==> src/rtl/led_pattern_sequencer.sv <==
// LED bank sequencer driven by ticks derived from clock_divider's output level.
// Supports OFF, SOLID, BLINK (programmable on/off tick counts) and CHASE (one-hot walk).
module led_pattern_sequencer #(
  parameter int NUM_LEDS  = 8,
  parameter int ON_TICKS  = 3,
  parameter int OFF_TICKS = 2
) (
  input  logic                clk_in,
  input  logic                rst,
  input  logic                div_clk_in,
  input  logic [1:0]          mode_in,
  output logic [NUM_LEDS-1:0] led_out,
  output logic                tick_out,
  output logic                phase_out
);

  if (NUM_LEDS < 2) begin : g_chk_leds
    $fatal(1, "led_pattern_sequencer: NUM_LEDS must be >= 2");
  end
  if (ON_TICKS < 1) begin : g_chk_on
    $fatal(1, "led_pattern_sequencer: ON_TICKS must be >= 1");
  end
  if (OFF_TICKS < 1) begin : g_chk_off
    $fatal(1, "led_pattern_sequencer: OFF_TICKS must be >= 1");
  end

  localparam int MAX_TICKS = (ON_TICKS > OFF_TICKS) ? ON_TICKS : OFF_TICKS;
  localparam int CNT_W     = $clog2(MAX_TICKS + 1);
  localparam int POS_W     = $clog2(NUM_LEDS);

  localparam logic [CNT_W-1:0] ON_LAST  = CNT_W'(ON_TICKS - 1);
  localparam logic [CNT_W-1:0] OFF_LAST = CNT_W'(OFF_TICKS - 1);
  localparam logic [POS_W-1:0] POS_LAST = POS_W'(NUM_LEDS - 1);

  typedef enum logic [1:0] {
    MODE_OFF   = 2'b00,
    MODE_SOLID = 2'b01,
    MODE_BLINK = 2'b10,
    MODE_CHASE = 2'b11
  } mode_t;

  typedef enum logic {
    PHASE_ON  = 1'b0,
    PHASE_OFF = 1'b1
  } phase_t;

  mode_t            mode_q, mode_d;
  phase_t           phase_q, phase_d;
  logic [CNT_W-1:0] cnt_q, cnt_d;
  logic [POS_W-1:0] pos_q, pos_d;
  logic             div_q;
  logic             tick;
  logic             mode_change;

  // div_q resets high so a divider output already high at release is not seen as an edge
  assign tick        = div_clk_in & ~div_q;
  assign mode_change = (mode_t'(mode_in) != mode_q);

  always_ff @(posedge clk_in or posedge rst) begin
    if (rst) begin
      mode_q   <= MODE_OFF;
      phase_q  <= PHASE_ON;
      cnt_q    <= '0;
      pos_q    <= '0;
      div_q    <= 1'b1;
      tick_out <= 1'b0;
    end else begin
      mode_q   <= mode_d;
      phase_q  <= phase_d;
      cnt_q    <= cnt_d;
      pos_q    <= pos_d;
      div_q    <= div_clk_in;
      tick_out <= tick;
    end
  end

  // A mode change restarts sequencing and swallows any tick arriving in the same cycle
  always_comb begin
    mode_d    = mode_q;
    phase_d   = phase_q;
    cnt_d     = cnt_q;
    pos_d     = pos_q;
    led_out   = '0;
    phase_out = 1'b0;

    if (mode_change) begin
      mode_d  = mode_t'(mode_in);
      phase_d = PHASE_ON;
      cnt_d   = '0;
      pos_d   = '0;
    end else if (tick) begin
      case (mode_q)
        MODE_BLINK: begin
          if (phase_q == PHASE_ON) begin
            if (cnt_q == ON_LAST) begin
              phase_d = PHASE_OFF;
              cnt_d   = '0;
            end else begin
              cnt_d = cnt_q + 1'b1;
            end
          end else begin
            if (cnt_q == OFF_LAST) begin
              phase_d = PHASE_ON;
              cnt_d   = '0;
            end else begin
              cnt_d = cnt_q + 1'b1;
            end
          end
        end
        MODE_CHASE: begin
          pos_d = (pos_q == POS_LAST) ? '0 : pos_q + 1'b1;
        end
        default: begin
        end
      endcase
    end

    case (mode_q)
      MODE_SOLID: led_out = {NUM_LEDS{1'b1}};
      MODE_BLINK: begin
        led_out   = (phase_q == PHASE_ON) ? {NUM_LEDS{1'b1}} : {NUM_LEDS{1'b0}};
        phase_out = (phase_q == PHASE_ON);
      end
      MODE_CHASE: led_out = {{(NUM_LEDS-1){1'b0}}, 1'b1} << pos_q;
      default:    led_out = '0;
    endcase
  end

endmodule

==> config.mk <==
export PLATFORM = sky130hd
export DESIGN_NAME = led_pattern_sequencer
export DESIGN_NICKNAME = d
export VERILOG_FILES = /design/src/rtl/led_pattern_sequencer.sv
export SDC_FILE = /design/constraint.sdc
export NUM_CORES = 1
export LEC_CHECK = 0
export CAP_MARGIN = 20
export CORE_AREA = 2 2 39 41
export CTS_CLUSTER_DIAMETER = 150
export DETAILED_ROUTE_END_ITERATION = 10
export DIE_AREA = 0 0 41 43
export DONT_BUFFER_PORTS = 1
export GPL_TIMING_DRIVEN = 0
export PLACE_DENSITY = 0.62
export SLEW_MARGIN = 10
export SYNTH_ARGS = -nofsm -noshare
export SYNTH_HDL_FRONTEND = slang
export SYNTH_SLANG_ARGS = --single-unit
==> constraint.sdc <==
create_clock -name clk_in -period 3 [get_ports clk_in]
set_input_delay 0.3 -clock clk_in [delete_from_list [all_inputs] [get_ports clk_in]]
set_output_delay 0.3 -clock clk_in [all_outputs]
set_load 0.03 [all_outputs]
**Word level (Yosys, flattened, before mapping)**

Index checks and enable logic that the tools add are counted.

- Bits in registers: 10
- Latch bits: 0
- RAM bits: 0
- Memory bits (read-only): 0
- Bits of input ports: 5
- Output and inout bits: 10
- Word-level logic and storage cells: 43
- Memories kept: 0

- $add $sub $neg: 2
- $mul: 0
- Div/mod/pow operators: 0
- Magnitude comparators: 0
- Equal/unequal tests: 7
- Shift-type cells: 1
- Multiplexer cells: 19
- Bitwise operators: 3
- Reduce and logical (&&, ||, !) cells: 5

Operators by type and width:

| cell | count |
|---|---|
| $pmux W8 S3 | 1 |
| $mux W2 | 6 |
| $mux W3 | 4 |
| $mux W8 | 1 |
| $shl A1 B3 Y8 const A | 1 |
| $mux W1 | 7 |
| $eq A2 B2 Y1 const B | 3 |
| $reduce_bool A2 Y1 | 3 |
| $eq A2 B1 Y1 const B | 2 |
| $reduce_and A2 Y1 | 2 |
| $add A3 B1 Y3 const B | 1 |
| $eq A3 B3 Y1 const B | 1 |
| $add A2 B1 Y2 const B | 1 |
| $ne A2 B2 Y1 | 1 |
| $not A1 Y1 | 2 |
| $and A1 B1 Y1 | 1 |

**Depth between registers and ports, before layout**

Gate-level depths: netlist (run 1).

- Word-level depth: 6
- Mapped depth: 5
- Mapped depth without buffers: 5

**Worst setup path after synthesis (run 1)**

Ideal clock, no wire load.

- Kind: register -> output
- Start point: register mode_q[1]
- End point: output phase_out
- Data arrival time: 1,201 ps
- Data required time: 2,700 ps
- Setup slack: 1,499 ps
- Stages on the path, launching flop included: 2
- Cells stage by stage: dfrtp_1 > nor3b_1

- Longest elaborated chain between the ends: 2

Ends and longest elaborated chain:

| element | RTL line | source |
|---|---|---|
| start, declared | 47 | `mode_t mode_q, mode_d;` |
| start signal, assigned | 68 | `mode_q <= mode_d;` |
| $eq A2 B2 Y1 | 118 | `case (mode_q)` |
| $mux W1 | 118 |  |
| end, declared | 14 | `output logic phase_out` |

No other way between the ends.

**Worst setup path in the final report (run 1)**

- Start point: register pos_q[0]
- End point: output led_out[7]

- Longest elaborated chain between the ends: 2

Ends and longest elaborated chain:

| element | RTL line | source |
|---|---|---|
| start, declared | 50 | `logic [POS_W-1:0] pos_q, pos_d;` |
| start signal, assigned | 71 | `pos_q <= pos_d;` |
| $shl A1 B3 Y8 | 124 | `MODE_CHASE: led_out = {{(NUM_LEDS-1){1'b0}}, 1'b1} << pos_q;` |
| $pmux W8 S3 | 118 |  |
| end, declared | 12 | `output logic [NUM_LEDS-1:0] led_out,` |

No other way between the ends.

==> impl_metrics.json, run 1 <==
{
  "cap_viol_max_count": 0,
  "synth_edf_count": 0,
  "tightest_slew_ns": 0.949,
  "routedWlPerCell_um": 11.8,
  "yosysTopAreaCell": "dfrtp_1",
  "cts.repair.resized": 0,
  "gr-total-overflow": 0,
  "netlist_area_um2": 623,
  "synth_compound_area_frac": 0.135,
  "synth_top_family_by_area": "simple AND/OR/NAND/NOR gates",
  "syn_inst": 69,
  "n_fill_cell": 136,
  "slowest_delay_ns": 0.43,
  "synthTopCellsByCount": "13 x nor2_1, 10 x a21oi_1, 9 x dfrtp_1, 6 x ha_1, 6 x inv_1",
  "syn-mean-instance-area_um2": 9.03,
  "cts_num_sinks": 10,
  "fin_crit_ns": 1.85,
  "p_total_mw": 0.309,
  "synth_area_leaders": "dfrtp_1 36%, ha_1 12%, a21oi_1 8.0%, nor2_1 7.8%, nand4bb_4 4.4%",
  "drt_iter0_drc": 7,
  "period_share": 0.616,
  "fin_skew_ns": 0.00313,
  "port_buffers": 0,
  "async_flop_share": 1.00,
  "grt_pass1_vias": 425,
  "cp-end-kind": "output port",
  "nets": 86,
  "worst_ep_required_time_ns": 2.70,
  "r2r_start": "mode_q[0]$_DFFE_PP0N_",
  "internal_power_mw": 0.224,
  "clk_latency_ns": 0.26,
  "worstRegToRegCells": 3,
  "hold_path_class": "input pin to flip-flop",
  "ir_drop_v": 0.000258,
  "rrSetupSlack_ns": 1.65,
  "h-tree-depth": 1,
  "ios": 15,
  "antenna_found_initial": 0,
  "worstSetupPathType": "flip-flop to output port",
  "fp.coreArea_mm2": 0.00138,
  "ant_nets": 0,
  "postCtsHoldBufs": 1,
  "cts_inserted_buffers": 3,
  "floorplan.initialDensity": 0.450,
  "cp_top_family": "simple AND/OR/NAND/NOR gates",
  "cts_tree": "built",
  "cp_max_fo": 5,
  "via_per_inst": 5.20,
  "fin_tns_setup_ns": 0,
  "place_hpwl_um": 824,
  "routed_wl_um": 1060,
  "diodes": 0,
  "synth.most_common_cell": "nor2_1",
  "hold_viol": 0,
  "crit_path_cell_trace": "ha_1 -> ha_1 -> nor2_1 -> nor2_1",
  "hold_start": "div_clk_in",
  "r2r_end": "cnt_q[1]$_DFFE_PP0P_",
  "grt_usage": 0.153,
  "syn_to_final_growth_pct": 10.6,
  "place_congestion": 0.628,
  "seqPwrFrac": 0.469,
  "yosys_register_bits": 10,
  "clock-root-buffer": "clkbuf_4",
  "leakage_nw": 0.294,
  "muxShareOfSynthArea": 0.0161,
  "yosysSeqAreaShare": 0.404,
  "drive_above_1_share": 0.108,
  "fp.dieArea_mm2": 0.00176,
  "fmax_ghz": 0.541,
  "synth_xor_xnor_area_share": 0.0281,
  "num_vias": 468,
  "fp.dieH_um": 43,
  "max_slew_margin": 0.366,
  "p_sw_mw": 0.0846,
  "maxSlewViolCount": 0,
  "clock_power_share": 0.382,
  "p_per_area_mw_per_mm2": 448,
  "cts.clk_slew.worst_paths_ns": 0.06,
  "firstDrtPassIters": 4,
  "grt_max_degree": 11,
  "status": "complete, no violations",
  "crit_path_start_kind": "flip-flop",
  "ys_types": 22,
  "synth-main-ff-cell": "dfrtp_1",
  "grt_pass1_wl_um": 1750,
  "rsz0062_at_grt": "false",
  "synth_top_cell_area_share": 0.361,
  "syn-num-nets": 80,
  "dieWidth_um": 41,
  "clockBufferDepth": 2,
  "cpMaxStageDelayCell": "nor2_1",
  "synth_fa_ha_area_frac": 0.120,
  "rows": 14,
  "min_to": "div_q$_DFF_PP1_",
  "post_cts_buffers": 0,
  "switching_share": 0.274,
  "worstHoldPathCells": 0,
  "drc": 0,
  "cp.arrival_ns": 1.55,
  "setup_viol_count_final": 0,
  "pwr-share-comb": 0.149,
  "synthSimpleGateAreaFrac": 0.241,
  "yosysWarnings": 0,
  "crit_buf_inv": 0
}
[state kept, by name, summed over array words and instances (netlist names)]
register,count
tick_out,1
cnt_q,2
div_q,1
phase_q,1
pos_q,3
mode_q,2
[through the flow]
| stage | hold slack [ns] | area, um^2 | cells | util | setup slack [ns] |
|---|---|---|---|---|---|
| 3_3_place_gp | 0.195 | 643 | 85 | 0.465 | 1.44 |
| 3_5_place_dp | 0.194 | 643 | 85 | 0.465 | 1.42 |
| 4_1_cts | 0.0223 | 689 | 90 | 0.498 | 1.14 |
| 6_report | 0.0342 | 689 | 90 | 0.498 | 1.15 |
| 2_1_floorplan | 0.139 | 623 | 69 | - | 1.50 |
| 5_1_grt | 0.00752 | 689 | 90 | 0.498 | 0.939 |
[power groups by stage]
stage | combinational, mW | sequential, mW | clock [mW]
after detailed placement | 0.0459 | 0.147 | 0
final | 0.0461 | 0.145 | 0.118
after global routing | 0.0516 | 0.146 | 0.131
after global placement | 0.0458 | 0.147 | 0
after CTS | 0.0470 | 0.145 | 0.124
after floorplan | 0.0412 | 0.146 | 0
[layout by cell type (no fill, tap or decap), types with 2 or more instances in the layout]
master     n
nor2_1    13
a21oi_1   10
dfrtp_1    9
inv_1      6
ha_1       6
nand2_1    4
clkbuf_4   3
xnor2_1    2
clkbuf_1   2
nor2b_1    2
o21ai_0    2
nand3b_1   2
[area by class of cell]
class,instances,area (um^2),area share
inverters,6,22.5,0.0327
multi-input cells,50,337,0.488
flip-flops and latches,10,251,0.365
repair buffers,1,10.0,0.0145
plain buffers,3,12.5,0.0181
clock buffers,4,36.3,0.0526
well taps,16,20.0,0.0290
[metal layers]
metal	track usage	share of wire	vias up
li1	-	-	238
met1	0.188	0.45	211
met2	0.238	0.48	15
met3	0.0157	0.050	4
met4	0.100	0.023	0
met5	0	0	-
[worst reg2reg max path, cell delays in order, from the launching register on]
cell and delay (ns):
dfrtp_1 0.44, nand4bb_4 0.26, or4_1 0.42, a21oi_1 0.16
[how the worst max path moves through the flow]
stage | startpoint | to | slack [ns] | cells past startpoint
final | pos_q[0]$_DFFE_PP0P_ | led_out[7] | 1.15 | 4
after CTS | mode_q[1]$_DFFE_PP0N_ | led_out[3] | 1.14 | 2
after global placement | pos_q[0]$_DFFE_PP0P_ | led_out[7] | 1.44 | 4
after floorplan | mode_q[1]$_DFFE_PP0N_ | phase_out | 1.50 | 1
after global routing | mode_q[1]$_DFFE_PP0N_ | led_out[4] | 0.94 | 2
after detailed placement | mode_q[1]$_DFFE_PP0N_ | led_out[3] | 1.42 | 2
[cells by family after synthesis]
kind of cell / Yosys count
AO/OA/AOI/OAI: 15
XOR/XNOR: 2
adder cells (fa/ha/maj): 6
buffers and inverters: 9
flip-flops: 10
multiplexers: 1
AND/OR/NAND/NOR: 26
Power figures use the tool's default switching activity.
==> run 2, diff against run 1 <==
--- a/config.mk
+++ b/config.mk
@@ -12,7 +12,7 @@
 export DIE_AREA = 0 0 41 43
 export DONT_BUFFER_PORTS = 1
 export GPL_TIMING_DRIVEN = 0
-export PLACE_DENSITY = 0.62
+export PLACE_DENSITY = 0.64
 export SLEW_MARGIN = 10
 export SYNTH_ARGS = -nofsm -noshare
 export SYNTH_HDL_FRONTEND = slang
==> constraint.sdc (replaced) <==
create_clock -name clk_in -period 1.65 [get_ports clk_in]
set_input_delay 0.165 -clock clk_in [delete_from_list [all_inputs] [get_ports clk_in]]
set_output_delay 0.165 -clock clk_in [all_outputs]
set_load 0.03 [all_outputs]
==> run 2 against run 1 <==
Worst hold slack improved by 0.018 ns. Total power is 86% higher. Non-clock buffer count grew 3. Sequential cell count stayed put. Largest power group unchanged.
==> impl_metrics.json, run 2 (synthesized netlist as in run 1, its figures left out) <==
{
  "period_share": 0.989,
  "clockBufferDepth": 2,
  "dieWidth_um": 41,
  "fp.dieArea_mm2": 0.00176,
  "firstDrtPassIters": 3,
  "antenna_found_initial": 0,
  "max_slew_margin": 0.635,
  "rsz0062_at_grt": "true",
  "fmax_ghz": 0.613,
  "met1Wirelength_um": 502,
  "place_hpwl_um": 779,
  "fp.coreArea_mm2": 0.00138,
  "ios": 15,
  "placed_cells": 85,
  "ant_nets": 0,
  "hold_path_class": "input pin to flip-flop",
  "p_per_area_mw_per_mm2": 776,
  "port_buffers": 0,
  "syn_to_final_growth_pct": 18.5,
  "layout_setup_ws_ns": 0.0182,
  "cts_inserted_buffers": 3,
  "setup_viol_count_final": 0,
  "crit_path_start_kind": "flip-flop",
  "highest_layer": "met4",
  "grt_usage": 0.146,
  "drt_iter0_drc": 7,
  "drc": 0,
  "cts_num_sinks": 10,
  "h-tree-depth": 1,
  "status": "complete, no violations",
  "met3_wirelength_um": 62,
  "num_vias": 474,
  "floorplan.initialDensity": 0.450,
  "routed_wl_um": 1060,
  "place_congestion": 0.727,
  "worst_ep_required_time_ns": 1.48,
  "final_area_um2": 738,
  "fin_crit_ns": 1.63,
  "drive_above_1_share": 0.182,
  "hold_viol": 0,
  "fin_cells": 93,
  "diodes": 0,
  "rows": 14,
  "nets": 89,
  "reg.largest.list": "pos_q (3), cnt_q (2), mode_q (2)",
  "dpl_cell_area_um2": 643,
  "p_total_mw": 0.573,
  "largest_reg_flops": 3,
  "cp_max_fo": 8,
  "cts_tree": "built",
  "clk_latency_ns": 0.26,
  "worstSetupPathType": "flip-flop to output port",
  "cts.clk_slew.worst_paths_ns": 0.07,
  "whs_ns": 0.0523,
  "top_register": "pos_q",
  "cp.arrival_ns": 1.47,
  "fin_skew_ns": 0.00563,
  "grt_pass1_wl_um": 1700,
  "cp-end-kind": "output port",
  "gr-total-overflow": 0,
  "leakage_nw": 0.311,
  "pre_cts_ws_ns": 0.211,
  "tightest_slew_ns": 0.545,
  "maxSlewViolCount": 0,
  "cap_viol_max_count": 0,
  "grt_max_degree": 11,
  "met2WireLength_um": 482,
  "grt_pass1_vias": 438,
  "final_cell_mix": "9 x a21oi_1, 9 x nor2_1, 9 x dfrtp_1",
  "clock-root-buffer": "clkbuf_4",
  "ir_drop_v": 0.000520,
  "fp.dieH_um": 43,
  "routedWlPerCell_um": 11.4,
  "via_per_inst": 5.10
}
run 2: cell count changes in the layout (fill, tap and decap cells not counted):
cell           delta
a21oi_1           -1
nor3b_2           +1
nor2_2            +4
nor3b_1           -1
a21oi_2           +1
nor2_1            -4
dlygate4sd3_1     +3
run 2: layout make-up:
type | count | area (um^2)
Clock buffer | 4 | 36.3
Buffer | 3 | 12.5
Tap cell | 16 | 20.0
Timing Repair Buffer | 4 | 40.0
Inverter | 6 | 22.5
Sequential cell | 10 | 251
Fill cell | 119 | 646
Multi-Input combinational cell | 50 | 355
run 2: stage by stage:
step / utilization / TNS [ns]
6_report: 0.533 / 0
5_1_grt: 0.533 / -0.328
4_1_cts: 0.532 / 0
3_5_place_dp: 0.465 / 0
3_3_place_gp: 0.465 / 0
2_1_floorplan: - / 0
run 2: routing by layer:
layer	track usage	vias up
li1	-	247
met1	0.174	212
met2	0.228	13
met3	0.0209	2
met4	0.100	0
met5	0	-
run 2: final timing paths:
kind / start / endpoint / slack (ns) / depth (start not counted)
min reg2reg: div_q$_DFF_PP1_ / tick_out$_DFF_PP0_ / 0.52 / 1
max: mode_q[1]$_DFFE_PP0N_ / led_out[5] / 0.02 / 3
max reg2reg: mode_q[0]$_DFFE_PP0N_ / cnt_q[1]$_DFFE_PP0P_ / 0.30 / 3
min: div_clk_in / tick_out$_DFF_PP0_ / 0.05 / 1
max in group asynchronous: rst / div_q$_DFF_PP1_ / 1.01 / 2
min in group asynchronous: rst / mode_q[0]$_DFFE_PP0N_ / 0.33 / 2
run 2: repair_timing:
action / CTS / global route
setup buffers: 0 / 0
hold buffers: 4 / 0
gates cloned: 0 / 0
endpoints found under the setup margin: 9 / 6
endpoints found under the hold margin: 12 / 0
resized for setup: 5 / 1
run 2: worst max-delay path: stages (launching register included):
cell and delay, ns:
dfrtp_1 0.46, nand2_1 0.24, a21oi_1 0.07, nor2_1 0.43
run 2: power breakdown:
part	switching, mW	leakage [nW]	internal (mW)
clock	0.0824	0.0210	0.134
sequential	0.0111	0.130	0.252
combinational	0.0652	0.160	0.0281
